<file path="src/rtl/vend_sequencer.sv">
// rtl/vend_sequencer.sv - vending transaction sequencer; VEND_TIMEOUT_EN enables inactivity auto-refund
module vend_sequencer #(
  parameter int VM_LATENCY     = 1,
  parameter int TIMEOUT_CYCLES = 1000
) (
  input  logic       clk,
  input  logic       reset,
  input  logic       coin_valid,
  input  logic [7:0] coin_value,
  input  logic       sel_valid,
  input  logic [3:0] sel_code,
  input  logic       cancel,
  input  logic       change_ack,
  input  logic       vm_dispense,
  input  logic [7:0] vm_balance,
  output logic       vm_req,
  output logic [7:0] vm_amount,
  output logic [3:0] vm_item,
  output logic [7:0] credit,
  output logic       busy,
  output logic       coin_reject,
  output logic       vend_done,
  output logic       vend_fail,
  output logic       change_valid,
  output logic [7:0] change_amount,
  output logic       timeout
);

  if (VM_LATENCY < 1 || VM_LATENCY > 15 || TIMEOUT_CYCLES < 1 || TIMEOUT_CYCLES > 65535) begin : g_bad_param
    $error("vend_sequencer: parameter out of range");
  end

  localparam logic [3:0] LAT = 4'(VM_LATENCY);

  typedef enum logic [2:0] {IDLE, CREDIT, ISSUE, WAIT, CHANGE} state_t;

  state_t     state_q, state_d;
  logic [7:0] credit_q, credit_d;
  logic [3:0] item_q, item_d;
  logic [7:0] chg_q, chg_d;
  logic [3:0] lat_q, lat_d;
  logic       coin_reject_q, coin_reject_d;
  logic       vend_done_q, vend_done_d;
  logic       vend_fail_q, vend_fail_d;
  logic [8:0] coin_sum;
  logic       coin_taken;

`ifdef VEND_TIMEOUT_EN
  localparam logic [16:0] TMO = 17'(TIMEOUT_CYCLES);
  logic [15:0] tmo_q, tmo_d;
  logic [16:0] tmo_next;
  logic        timeout_q, timeout_d;
`endif

  always_comb begin
    state_d       = state_q;
    credit_d      = credit_q;
    item_d        = item_q;
    chg_d         = chg_q;
    lat_d         = lat_q;
    coin_reject_d = 1'b0;
    vend_done_d   = 1'b0;
    vend_fail_d   = 1'b0;
    coin_taken    = 1'b0;
    coin_sum      = {1'b0, credit_q} + {1'b0, coin_value};
`ifdef VEND_TIMEOUT_EN
    tmo_d     = tmo_q;
    timeout_d = 1'b0;
    tmo_next  = {1'b0, tmo_q} + 17'd1;
`endif
    case (state_q)
      IDLE: begin
        if (coin_valid && coin_value != 8'd0) begin
          credit_d = coin_value;
          state_d  = CREDIT;
`ifdef VEND_TIMEOUT_EN
          tmo_d = 16'd0;
`endif
        end
      end
      CREDIT: begin
        // cancel beats selection beats coin; a coin losing arbitration is bounced
        if (cancel) begin
          coin_reject_d = coin_valid;
          chg_d         = credit_q;
          state_d       = CHANGE;
        end else if (sel_valid) begin
          coin_reject_d = coin_valid;
          if (sel_code == 4'd0 || sel_code > 4'd10) begin
            vend_fail_d = 1'b1;
          end else begin
            item_d  = sel_code;
            state_d = ISSUE;
          end
        end else if (coin_valid) begin
          if (coin_sum[8]) begin
            coin_reject_d = 1'b1;
          end else begin
            credit_d   = coin_sum[7:0];
            coin_taken = 1'b1;
          end
        end
`ifdef VEND_TIMEOUT_EN
        if (coin_taken) begin
          tmo_d = 16'd0;
        end else if (state_d == CREDIT) begin
          if (tmo_next == TMO) begin
            timeout_d = 1'b1;
            chg_d     = credit_q;
            state_d   = CHANGE;
          end else begin
            tmo_d = tmo_next[15:0];
          end
        end
`endif
      end
      ISSUE: begin
        coin_reject_d = coin_valid;
        lat_d         = 4'd1;
        state_d       = WAIT;
      end
      WAIT: begin
        coin_reject_d = coin_valid;
        if (lat_q == LAT) begin
          // a balance above the deposit is treated as a refusal
          if (vm_dispense && vm_balance <= credit_q) begin
            vend_done_d = 1'b1;
            chg_d       = vm_balance;
          end else begin
            vend_fail_d = 1'b1;
            chg_d       = credit_q;
          end
          state_d = CHANGE;
        end else begin
          lat_d = lat_q + 4'd1;
        end
      end
      CHANGE: begin
        coin_reject_d = coin_valid;
        if (chg_q == 8'd0 || change_ack) begin
          credit_d = 8'd0;
          chg_d    = 8'd0;
          state_d  = IDLE;
        end
      end
      default: state_d = IDLE;
    endcase
  end

  always_ff @(posedge clk) begin
    if (reset) begin
      state_q       <= IDLE;
      credit_q      <= 8'd0;
      item_q        <= 4'd0;
      chg_q         <= 8'd0;
      lat_q         <= 4'd0;
      coin_reject_q <= 1'b0;
      vend_done_q   <= 1'b0;
      vend_fail_q   <= 1'b0;
`ifdef VEND_TIMEOUT_EN
      tmo_q     <= 16'd0;
      timeout_q <= 1'b0;
`endif
    end else begin
      state_q       <= state_d;
      credit_q      <= credit_d;
      item_q        <= item_d;
      chg_q         <= chg_d;
      lat_q         <= lat_d;
      coin_reject_q <= coin_reject_d;
      vend_done_q   <= vend_done_d;
      vend_fail_q   <= vend_fail_d;
`ifdef VEND_TIMEOUT_EN
      tmo_q     <= tmo_d;
      timeout_q <= timeout_d;
`endif
    end
  end

  assign vm_req        = (state_q == ISSUE);
  assign vm_amount     = (state_q == ISSUE || state_q == WAIT) ? credit_q : 8'd0;
  assign vm_item       = (state_q == ISSUE || state_q == WAIT) ? item_q : 4'd0;
  assign credit        = credit_q;
  assign busy          = (state_q == ISSUE || state_q == WAIT || state_q == CHANGE);
  assign coin_reject   = coin_reject_q;
  assign vend_done     = vend_done_q;
  assign vend_fail     = vend_fail_q;
  assign change_valid  = (state_q == CHANGE) && (chg_q != 8'd0);
  assign change_amount = (state_q == CHANGE) ? chg_q : 8'd0;
`ifdef VEND_TIMEOUT_EN
  assign timeout = timeout_q;
`else
  assign timeout = 1'b0;
`endif

endmodule
</file>
<file path="config.mk">
export PLATFORM = sky130hd
export DESIGN_NAME = vend_sequencer
export DESIGN_NICKNAME = d
export VERILOG_FILES = /design/src/rtl/vend_sequencer.sv
export SDC_FILE = /design/constraint.sdc
export NUM_CORES = 1
export LEC_CHECK = 0
export CAP_MARGIN = 20
export CORE_AREA = 2 2 76 78
export CTS_CLUSTER_SIZE = 40
export DETAILED_ROUTE_END_ITERATION = 10
export DIE_AREA = 0 0 78 80
export MAX_ROUTING_LAYER = met4
export PLACE_DENSITY = 0.74
export SETUP_SLACK_MARGIN = 0.3
export SYNTH_ARGS = -nofsm -noshare
export SYNTH_HDL_FRONTEND = slang
export SYNTH_SLANG_ARGS = --single-unit
</file>
<file path="constraint.sdc">
create_clock -name clk -period 8 [get_ports clk]
set_clock_uncertainty 0.15 [all_clocks]
set_input_delay 2.4 -clock clk [delete_from_list [all_inputs] [get_ports clk]]
set_output_delay 2.4 -clock clk [all_outputs]
set_load 0.1 [all_outputs]
</file>
==> results of run 1 <==
[worst min-delay path: cells and delay by family, from the launching register on]
kind,cells,cell delay [ps]
flip-flops,1,300
buffers and inverters,1,80
AO/OA/AOI/OAI,1,60
[per-layer routing]
layer | part of all wire | up-vias
met2 | 0.47 | 82
li1 | - | 1198
met4 | 0.014 | 0
met1 | 0.47 | 1080
met5 | 0 | -
met3 | 0.048 | 8
[through the flow]
stage,utilization,power (mW),instances,hold WS [ps]
final,0.573,1.15,431,335
after global routing,0.573,1.23,431,371
after CTS,0.573,1.15,431,338
after detailed placement,0.556,1.02,423,327
after global placement,0.556,1.02,423,319
after floorplan,-,0.866,307,305
[area by class of cell]
type / count / area, sq um / share of cell area
clock buffer: 7 / 86.3 / 0.0279
clock inverter: 1 / 5.00 / 0.00161
inverter: 24 / 90.1 / 0.0291
multi-input combinational: 236 / 1620 / 0.522
sequential: 30 / 601 / 0.194
tap: 72 / 90.1 / 0.0291
timing repair buffer: 61 / 608 / 0.196
[state kept, by name, summed over array words and instances, names as in the netlist]
| register | flops |
|---|---|
| chg_q | 8 |
| credit | 8 |
| item_q | 4 |
| lat_q | 4 |
| state_q | 3 |
| coin_reject | 1 |
| vend_done | 1 |
| vend_fail | 1 |
[final timing paths]
path | to | startpoint | slack [ps]
min reg2reg | chg_q[7]$_SDFFE_PP0P_ | chg_q[7]$_SDFFE_PP0P_ | 340
max | vm_req | state_q[1]$_SDFFE_PP0P_ | 2460
max reg2reg | chg_q[6]$_SDFFE_PP0P_ | credit[1]$_SDFFE_PP0P_ | 5110
min | chg_q[7]$_SDFFE_PP0P_ | chg_q[7]$_SDFFE_PP0P_ | 340
[placed cells by master (no fill, tap or decap), drive strengths merged, types with 7 or more instances in the layout]
cell type / instances
a211oi: 11
a21oi: 20
a221oi: 12
and2: 7
clkbuf: 7
clkdlybuf4s50: 60
dfxtp: 30
ha: 18
inv: 24
mux2: 8
nand2: 31
nor2: 38
nor3: 8
o21ai: 17
[cell families (layout without fill, tap and decap cells)]
kind of cell	count (synthesis)	count (layout)	synth area share
compound gates	83	83	0.261
flops	30	30	0.251
simple gates	115	115	0.235
buf+inv	41	93	0.0717
other cells	1	1	0.00157
mux	13	13	0.0586
xor+xnor	5	5	0.0183
fa+ha+maj	19	19	0.103
[power by group]
group | leakage (nW) | internal (mW) | switching, mW
registers | 0.246 | 0.198 | 0.0582
logic | 0.852 | 0.258 | 0.510
clock network | 0.0482 | 0.0692 | 0.0540
==> summary.txt, run 1 <==
Logic synthesis
  – Most common cell in the netlist: sky130_fd_sc_hd__nor2_1
  – Share of flip-flops with an asynchronous set or reset: 0
  – Average footprint of a synthesized cell: 7.79 sq um
  – Total of flip-flops plus latches after synthesis: 30
  – Synth area leader: sky130_fd_sc_hd__dfxtp_1
  – Post-Syn Instances: slightly above 300
  – Unique cell type count in the Yosys netlist: 53
  – Yosys warning total: 0
  – Number of flops mapped to enable cells by yosys: 0
  – Mapped cell area: roughly 2400 sq um
  – Sequential-to-total area share from yosys stat: 0.251
  – Main area contributors after synthesis: sky130_fd_sc_hd__dfxtp_1 (25%), sky130_fd_sc_hd__ha_1 (9.4%), sky130_fd_sc_hd__nor2_1 (6.0%)
  – Synthesized Nets: between 300 and 400
  – Synth top cells by count: sky130_fd_sc_hd__nor2_1 (38), sky130_fd_sc_hd__nand2_1 (31), sky130_fd_sc_hd__dfxtp_1 (30)
  – Main flop type after synthesis: sky130_fd_sc_hd__dfxtp_1
  – Top cell type's share of synthesized area: 0.251

Run
  – Max-capacitance violation count: 0

Hold path
  – Kind of path behind the tightest hold check: flop to flop
  – Depth of the worst hold-timing path: 2

Setup path
  – Family with the most delay on the worst path: buffers and inverters
  – Startpoint types: flop
  – Setup CP Type: flop to output port
  – Critical path peak fanout: 19
  – Data arrival at the endpoint of the critical path: about 3000 ps
  – Cell Chain, Critical Path: nand2b_1 -> nor2_1 -> clkdlybuf4s50_1
  – Critical-path cell with the highest stage delay: sky130_fd_sc_hd__clkdlybuf4s50_1
  – Critical path buffer and inverter count: 1
  – Maximum single-stage delay on the critical path: approximately 1200 ps
  – Kind of end point of the critical path: output port
  – Worst reg-to-reg path cell count: 8
  – Depth of the critical timing path with buffers and inverters included: 3
  – Required time at the worst-slack endpoint: roughly 5500 ps

STA
  – Period utilisation layout: 0.692
  – Final setup margin: ~2500 ps
  – Fmax: 181 MHz
  – Actual slew at the worst max-slew pin: 972 ps
  – Final setup vio count: 0
  – Period minus WS final: between 5000 and 6000 ps
  – Count of final hold-check violations: 0
  – Accumulated negative setup slack: 0 ps
  – Unrepaired setup endpoints after global routing: no
  – Headroom to the max-slew limit: 0.350
  – Pins over their slew limit: 0

Global routing
  – Number of antenna violations at the first check in global routing: 0
  – Top Usage Layer GRT: met2
  – Combined global-route utilization of all metal layers: 0.210
  – Met2 track demand over resource: 0.341
  – Wire length of the first global-routing pass: 10200 um
  – Met1 GRT Util: 0.267
  – Number of global-route vias before repair: between 2000 and 2500
  – Largest net degree at the start of global routing: 31
  – Remaining Overflow, GRT: 0
  – Met3 routing resource usage after global routing: 0.0407

CTS
  – Setup repair bufs after CTS: 0
  – Cts repair resizes: 0
  – H-Tree Level Count: 2
  – Insertion delay to the later sink of the worst-skew pair: between 200 and 300 ps
  – CTS tree: done
  – Number of buffers inserted during clock tree synthesis: 5
  – Number of sinks handled by clock tree synthesis: 30
  – Hold-fix buffer count after cts: 0
  – Clk buf depth: 2
  – Clk root buf: sky130_fd_sc_hd__clkbuf_8
  – Clock input transition at the sequential cells of the worst setup and hold paths: approximately 60 ps

Drt
  – Average wire per cell in the routed design: 14.1 um
  – First-pass iteration count of the detailed router: 4
  – Count of antenna-violating nets left after detailed routing: 0
  – Residual DRC: 0
  – Average vias per placed instance: 5.49
  – Routed wire length: approximately 6000 um
  – Starting DRT DRC Count: about 140
  – Via count: 2368

Placement
  – Port buffer count: 60
  – Setup WS pre-CTS: ~2700 ps
  – Final estimated routing congestion in global placement: about 1
  – Placement-stage cell area: 3010 sq um
  – DP HPWL: ~4800 um

Floorplanning
  – Initial core utilization: 0.442
  – Horizontal extent of the die: around 78 um
  – Die height: roughly 80 um
  – Floorplan die area: between 6000 and 7000 sq um
  – Placeable core region: approximately 5400 sq um
  – Cell Rows: 27
  – Number of top-level design ports: 62

Power and ir drop
  – Pwr/cell area: approximately 370 nW/um^2
  – Max rail drop VDD: approximately 0.00023 V
  – Static leakage: ~1.1 nW

Cells and area
  – Fill count: 511
  – Antenna Diode Count: 0
  – Finished Cell Area: between 3000 and 4000 sq um
  – Final #Nets: 404
  – Signed area change from the synthesized netlist to the final layout: 29.6%
  – Fraction of layout cells with a size suffix above 1: 0.0836

Outcome
  – Outcome: finished, final reports clean
Power figures use the tool's default switching activity.
==> inputs of run 2 (changes only) <==
Clock period 8 ns to 5.65 ns, I/O delays scaled along.
==> run 2 against run 1 <==
  * Flip-flop and latch count unchanged
  * Cell area unchanged
  * Non-clock buffer count unchanged
  * Via count down 1.5%
  * Sequential power up 43%
  * Clock power up 41%
  * Routed wire length up 0.56%
  * Total power up 42%
  * Global-route usage up 0.16 points
==> summary.txt, run 2 (synthesized netlist as in run 1, its figures left out) <==
Power and ir drop
  – Pwr/cell area: 525 nW/um^2 (was 370 nW/um^2)
  – Static leakage: 1.15 nW (unchanged)
  – Max rail drop VDD: 0.000325 V (was 0.000226 V)

CTS
  – H-Tree Level Count: 2 (unchanged)
  – CTS tree: done (unchanged)
  – Insertion delay to the later sink of the worst-skew pair: 280 ps (about the same)
  – Setup repair bufs after CTS: 0 (unchanged)
  – Clk root buf: sky130_fd_sc_hd__clkbuf_8 (unchanged)
  – Number of sinks handled by clock tree synthesis: 30 (unchanged)
  – Hold-fix buffer count after cts: 0 (unchanged)
  – Clock input transition at the sequential cells of the worst setup and hold paths: 60 ps (about the same)
  – Clk buf depth: 2 (unchanged)
  – Number of buffers inserted during clock tree synthesis: 5 (unchanged)
  – Cts repair resizes: 0 (unchanged)

Floorplanning
  – Cell Rows: 27 (unchanged)
  – Initial core utilization: 0.442 (unchanged)
  – Die height: 80 um (unchanged)
  – Number of top-level design ports: 62 (unchanged)
  – Floorplan die area: 6240 sq um (unchanged)
  – Horizontal extent of the die: 78 um (unchanged)
  – Placeable core region: 5410 sq um (unchanged)

Run
  – Max-capacitance violation count: 0 (unchanged)

Global routing
  – Combined global-route utilization of all metal layers: 0.211 (was 0.210)
  – Largest net degree at the start of global routing: 31 (unchanged)
  – Remaining Overflow, GRT: 0 (unchanged)
  – Number of antenna violations at the first check in global routing: 0 (unchanged)
  – Wire length of the first global-routing pass: 10300 um (was 10200 um)
  – Number of global-route vias before repair: 2235 (was 2223)

Drt
  – Routed wire length: 6130 um (was 6090 um)
  – Residual DRC: 0 (unchanged)
  – Average vias per placed instance: 5.41 (was 5.49)
  – First-pass iteration count of the detailed router: 4 (unchanged)
  – Via count: 2333 (was 2368)
  – Count of antenna-violating nets left after detailed routing: 0 (unchanged)
  – Average wire per cell in the routed design: 14.2 um (was 14.1 um)
  – Starting DRT DRC Count: 147 (was 139)

STA
  – Actual slew at the worst max-slew pin: 971 ps (was 972 ps)
  – Final setup vio count: 0 (unchanged)
  – Headroom to the max-slew limit: 0.350 (about the same)
  – Pins over their slew limit: 0 (unchanged)
  – Count of final hold-check violations: 0 (unchanged)
  – Unrepaired setup endpoints after global routing: no (unchanged)
  – Fmax: around 210 MHz
  – Accumulated negative setup slack: 0 ps (unchanged)
  – Period minus WS final: roughly 4800 ps
  – Period utilisation layout: 0.847

Cells and area
  – Post-route non-filler standard cell count: 431 (unchanged)
  – Post-route core utilization: 0.573 (unchanged)
  – Final #Nets: 404 (unchanged)
  – Fraction of layout cells with a size suffix above 1: 0.0836 (unchanged)
  – Fill count: 523 (was 511)
  – Most common library cell in the layout ignoring fill and taps: sky130_fd_sc_hd__clkdlybuf4s50_1 (unchanged)
  – Signed area change from the synthesized netlist to the final layout: 29.6% (unchanged)
  – Commonest non-fill, non-tap cells in the layout: sky130_fd_sc_hd__clkdlybuf4s50_1 (60), sky130_fd_sc_hd__nor2_1 (38), sky130_fd_sc_hd__nand2_1 (31) (unchanged)
  – Antenna Diode Count: 0 (unchanged)

Placement
  – Number of instances in the placed design: 423 (unchanged)
  – DP HPWL: 4790 um (was 4770 um)
  – Final estimated routing congestion in global placement: 0.979 (was 0.978)
  – Port buffer count: 60 (unchanged)

Setup path
  – Required time at the worst-slack endpoint: 3810 ps (was 5450 ps)
  – Startpoint types: flop (unchanged)
  – Setup CP Type: flop to output port (unchanged)
  – Kind of end point of the critical path: output port (unchanged)
  – Data arrival at the endpoint of the critical path: 2940 ps (was 2990 ps)
  – Critical path peak fanout: 19 (unchanged)

Outcome
  – Outcome: finished, final reports clean (unchanged)

Hold path
  – Kind of path behind the tightest hold check: flop to flop (unchanged)
-- run 2: cell counts in the layout (fill, tap and decap cells not counted) --
No cell type changed its count.
-- run 2: power breakdown --
part	internal (mW)	leakage, nW	total, mW	switching [mW]
combinational	0.366	0.852	1.09	0.722
clock	0.0979	0.0482	0.174	0.0763
sequential	0.281	0.246	0.365	0.0840
-- run 2: final cells by class --
cell class,instances,area (sq um),share of cell area
Timing Repair Buffer,61,608,0.196
Tap cell,72,90.1,0.0291
Clock buffer,7,86.3,0.0279
Multi-Input combinational cell,236,1620,0.522
Sequential cell,30,601,0.194
Inverter,24,90.1,0.0291
Clock inverter,1,5.00,0.00161
-- run 2: final timing paths --
kind,from,to,slack [ps],cells after the start
worst max register to register,credit[0]$_SDFFE_PP0P_,credit[3]$_SDFFE_PP0P_,2750,9
worst min register to register,chg_q[0]$_SDFFE_PP0P_,chg_q[0]$_SDFFE_PP0P_,340,2
worst min-delay path,chg_q[0]$_SDFFE_PP0P_,chg_q[0]$_SDFFE_PP0P_,340,2
worst max-delay path,state_q[1]$_SDFFE_PP0P_,vm_req,860,3
-- run 2: through the flow --
stage / cell area, sq um / hold slack (ps) / power (mW) / setup slack (ps)
floorplan: 2390 / 305 / 1.23 / 1260
global placement: 3010 / 319 / 1.44 / 1110
detailed placement: 3010 / 327 / 1.45 / 1030
CTS: 3100 / 336 / 1.63 / 861
global route: 3100 / 361 / 1.75 / 698
finish: 3100 / 335 / 1.63 / 862
-- run 2: metal layers --
layer  share of wire  GRT usage  routed length (um)
met4           0.013     0.0632                  80
met3           0.041     0.0351                 250
met2            0.46      0.343                2810
met5               0          -                   0
met1            0.49      0.272                2990
-- run 2: critical path, cell delays in order, from the launching register on --
cell and delay [ps]:
sky130_fd_sc_hd__dfxtp_1 690, sky130_fd_sc_hd__nand2b_1 440, sky130_fd_sc_hd__nor2_1 340, sky130_fd_sc_hd__clkdlybuf4s50_1 1190
==> inputs of run 3 (changes only) <==
Settings changed: PLACE_DENSITY 0.74 to 0.76.
Clock period 5.65 ns to 3.9 ns, I/O delays scaled along.
==> run 3 against run 2 <==
  * Hold slack worse by 4.0 ps
  * Highest routed layer unchanged
  * Sequential share of layout area is 0.093 points lower
  * Sequential power up 42%
  * Critical path depth rose by 8
  * Total power is 47% higher
  * Flip-flop and latch count unchanged
  * Combinational power increased by 50%
  * Worst setup slack worse by 410 ps
  * Utilization grew 0.28 points
  * Global-route usage decreased by 0.36 points
  * Die area unchanged
==> summary.txt, run 3 (synthesized netlist as in run 1, its figures left out) <==
Outcome
  – Outcome: finished, final reports clean (unchanged)

Setup path
  – Cell Chain, Critical Path: clkdlybuf4s50_1 -> ha_2 -> inv_1 -> fa_1 -> nor2b_2 -> o2111ai_1 -> and4b_1 -> o21ai_1 -> buf_4 -> a211oi_1 -> a211oi_1 (was nand2b_1 -> nor2_1 -> clkdlybuf4s50_1)
  – Data arrival at the endpoint of the critical path: 3490 ps (was 2940 ps)
  – Critical path peak fanout: 12 (was 19)
  – Most frequent cell on the critical path: sky130_fd_sc_hd__a211oi_1
  – Startpoint types: input pin (was flop)
  – Kind of end point of the critical path: flop (was output port)
  – Setup CP Type: input pin to flop (was flop to output port)
  – Reg2Reg Setup Slack: 1400 ps (was 2750 ps)
  – Worst flop-to-flop path endpoint: chg_q[6]$_SDFFE_PP0P_ (was credit[3]$_SDFFE_PP0P_)
  – Reg-to-reg startpoint: credit[1]$_SDFFE_PP0P_ (was credit[0]$_SDFFE_PP0P_)
  – Worst reg-to-reg path cell count: 9 (unchanged)
  – Maximum single-stage delay on the critical path: 510 ps (was 1190 ps)
  – Required time at the worst-slack endpoint: 3940 ps (was 3810 ps)
  – Critical-path cell with the highest stage delay: sky130_fd_sc_hd__clkdlybuf4s50_1 (unchanged)

Cells and area
  – Finished Cell Area: 3110 sq um (was 3100 sq um)
  – Commonest non-fill, non-tap cells in the layout: sky130_fd_sc_hd__buf_4 (42), sky130_fd_sc_hd__nand2_1 (31), sky130_fd_sc_hd__dfxtp_1 (30) (was sky130_fd_sc_hd__clkdlybuf4s50_1 (60), sky130_fd_sc_hd__nor2_1 (38), sky130_fd_sc_hd__nand2_1 (31))
  – Final #Nets: 412 (was 404)
  – Fraction of layout cells with a size suffix above 1: 0.226 (was 0.0836)
  – Area occupied by multi-input gates: 1650 sq um (was 1620 sq um)
  – Signed area change from the synthesized netlist to the final layout: 30.2% (was 29.6%)
  – Total area of sequential cells: 601 sq um (unchanged)
  – Most common library cell in the layout ignoring fill and taps: sky130_fd_sc_hd__buf_4 (was sky130_fd_sc_hd__clkdlybuf4s50_1)
  – Antenna Diode Count: 0 (unchanged)
  – Fill count: 528 (was 523)

STA
  – Smallest hold slack: 331 ps (was 335 ps)
  – Accumulated negative setup slack: 0 ps (unchanged)
  – Headroom to the max-slew limit: 0.573 (was 0.350)
  – Final setup vio count: 0 (unchanged)
  – Pins over their slew limit: 0 (unchanged)
  – Count of final hold-check violations: 0 (unchanged)
  – Unrepaired setup endpoints after global routing: no (unchanged)
  – Fmax: approximately 290 MHz
  – Actual slew at the worst max-slew pin: 640 ps (was 971 ps)
  – Period utilisation layout: 0.885
  – Period minus WS final: about 3500 ps

Global routing
  – Largest net degree at the start of global routing: 31 (unchanged)
  – Remaining Overflow, GRT: 0 (unchanged)
  – Number of antenna violations at the first check in global routing: 0 (unchanged)
  – Wire length of the first global-routing pass: 10200 um (was 10300 um)
  – Number of global-route vias before repair: 2187 (was 2235)
  – Combined global-route utilization of all metal layers: 0.208 (was 0.211)

Hold path
  – Depth of the worst hold-timing path: 2 (unchanged)
  – Launch point of the worst hold path: chg_q[1]$_SDFFE_PP0P_ (was chg_q[0]$_SDFFE_PP0P_)
  – Hold Crit Endpoint: chg_q[1]$_SDFFE_PP0P_ (was chg_q[0]$_SDFFE_PP0P_)
  – Kind of path behind the tightest hold check: flop to flop (unchanged)

CTS
  – CTS tree: done (unchanged)
  – Clk root buf: sky130_fd_sc_hd__clkbuf_8 (unchanged)
  – Clk buf depth: 2 (unchanged)
  – Insertion delay to the later sink of the worst-skew pair: 270 ps (was 280 ps)
  – Hold-fix buffer count after cts: 0 (unchanged)
  – Clock input transition at the sequential cells of the worst setup and hold paths: 60 ps (about the same)
  – H-Tree Level Count: 2 (unchanged)
  – Number of buffers inserted during clock tree synthesis: 5 (unchanged)
  – Number of sinks handled by clock tree synthesis: 30 (unchanged)

Power and ir drop
  – Net switching power: 1.30 mW (was 883 uW)
  – Clock power frac: 0.104 (was 0.107)
  – Portion of total power attributed to combinational logic: 0.680 (was 0.669)
  – Switch share: 0.544 (was 0.542)
  – Pwr/cell area: 769 nW/um^2 (was 525 nW/um^2)
  – Static leakage: 1.25 nW (was 1.15 nW)
  – Max rail drop VDD: 0.000499 V (was 0.000325 V)
  – Relative contribution of sequential cells to total power: 0.216 (was 0.224)
  – P_int: 1.09 mW (was 744 uW)

Placement
  – Placement-stage cell area: 3020 sq um (was 3010 sq um)
  – Port buffer count: 60 (unchanged)
  – DP HPWL: 5000 um (was 4790 um)
  – Final estimated routing congestion in global placement: 0.944 (was 0.979)

Drt
  – Via count: 2371 (was 2333)
  – Residual DRC: 0 (unchanged)
  – Count of antenna-violating nets left after detailed routing: 0 (unchanged)
  – Average vias per placed instance: 5.40 (was 5.41)
  – First-pass iteration count of the detailed router: 4 (unchanged)
  – Average wire per cell in the routed design: 14.1 um (was 14.2 um)
  – Routed wire length: 6210 um (was 6130 um)
  – Starting DRT DRC Count: 142 (was 147)

Run
  – Max-capacitance violation count: 0 (unchanged)

Floorplanning
  – Number of top-level design ports: 62 (unchanged)
  – Horizontal extent of the die: 78 um (unchanged)
  – Die height: 80 um (unchanged)
  – Initial core utilization: 0.442 (unchanged)
  – Placeable core region: 5410 sq um (unchanged)
  – Cell Rows: 27 (unchanged)
  – Floorplan die area: 6240 sq um (unchanged)
run 3: metrics by stage:
| stage | power (mW) | worst slack, ps | utilization | std cells |
|---|---|---|---|---|
| after floorplan | 1.79 | 234 | - | 307 |
| after detailed placement | 2.14 | 122 | 0.558 | 431 |
| after global placement | 2.12 | 195 | 0.558 | 431 |
| final | 2.39 | 448 | 0.576 | 439 |
| after global routing | 2.56 | 286 | 0.576 | 439 |
| after CTS | 2.40 | 410 | 0.575 | 439 |
run 3: final cells by class:
cell class / count / share of cell area
Inverter: 24 / 0.0289
Sequential cell: 30 / 0.193
Tap cell: 72 / 0.0289
Multi-Input combinational cell: 236 / 0.529
Clock inverter: 1 / 0.00161
Clock buffer: 7 / 0.0277
Timing Repair Buffer: 69 / 0.191
run 3: power by group through the flow:
| stage | clock [mW] | combinational [mW] | sequential (mW) |
|---|---|---|---|
| 4_1_cts | 0.256 | 1.62 | 0.515 |
| 5_1_grt | 0.269 | 1.76 | 0.531 |
| 6_report | 0.249 | 1.63 | 0.517 |
| 3_3_place_gp | 0 | 1.60 | 0.521 |
| 3_5_place_dp | 0 | 1.62 | 0.521 |
| 2_1_floorplan | 0 | 0.991 | 0.799 |
run 3: worst max-delay path: cells and delay by family:
kind | cells | cell delay (ps)
compound gates | 4 | 550
fa+ha+maj | 2 | 610
buf+inv | 3 | 750
simple gates | 2 | 400
run 3: per-layer routing:
layer	track usage	share of wire	up-vias
met3	0.0362	0.047	6
li1	-	-	1211
met4	0.0526	0.0074	0
met2	0.335	0.48	70
met5	-	0	-
met1	0.271	0.47	1084
run 3: worst max-delay path by stage:
stage,start,to,slack (ps),depth (start not counted)
floorplan,state_q[0]$_SDFFE_PP0P_,change_amount[0],230,6
global placement,coin_value[0],credit[0]$_SDFFE_PP0P_,190,11
detailed placement,coin_value[0],credit[0]$_SDFFE_PP0P_,120,11
CTS,coin_value[0],credit[0]$_SDFFE_PP0P_,410,11
global route,coin_value[0],credit[3]$_SDFFE_PP0P_,290,11
finish,coin_value[0],credit[4]$_SDFFE_PP0P_,450,11
run 3: timing repair:
action / in CTS / in global routing
gates resized for setup: 0 / 2
endpoints found under the setup margin: 0 / 6
buffers inserted: 0 / 0
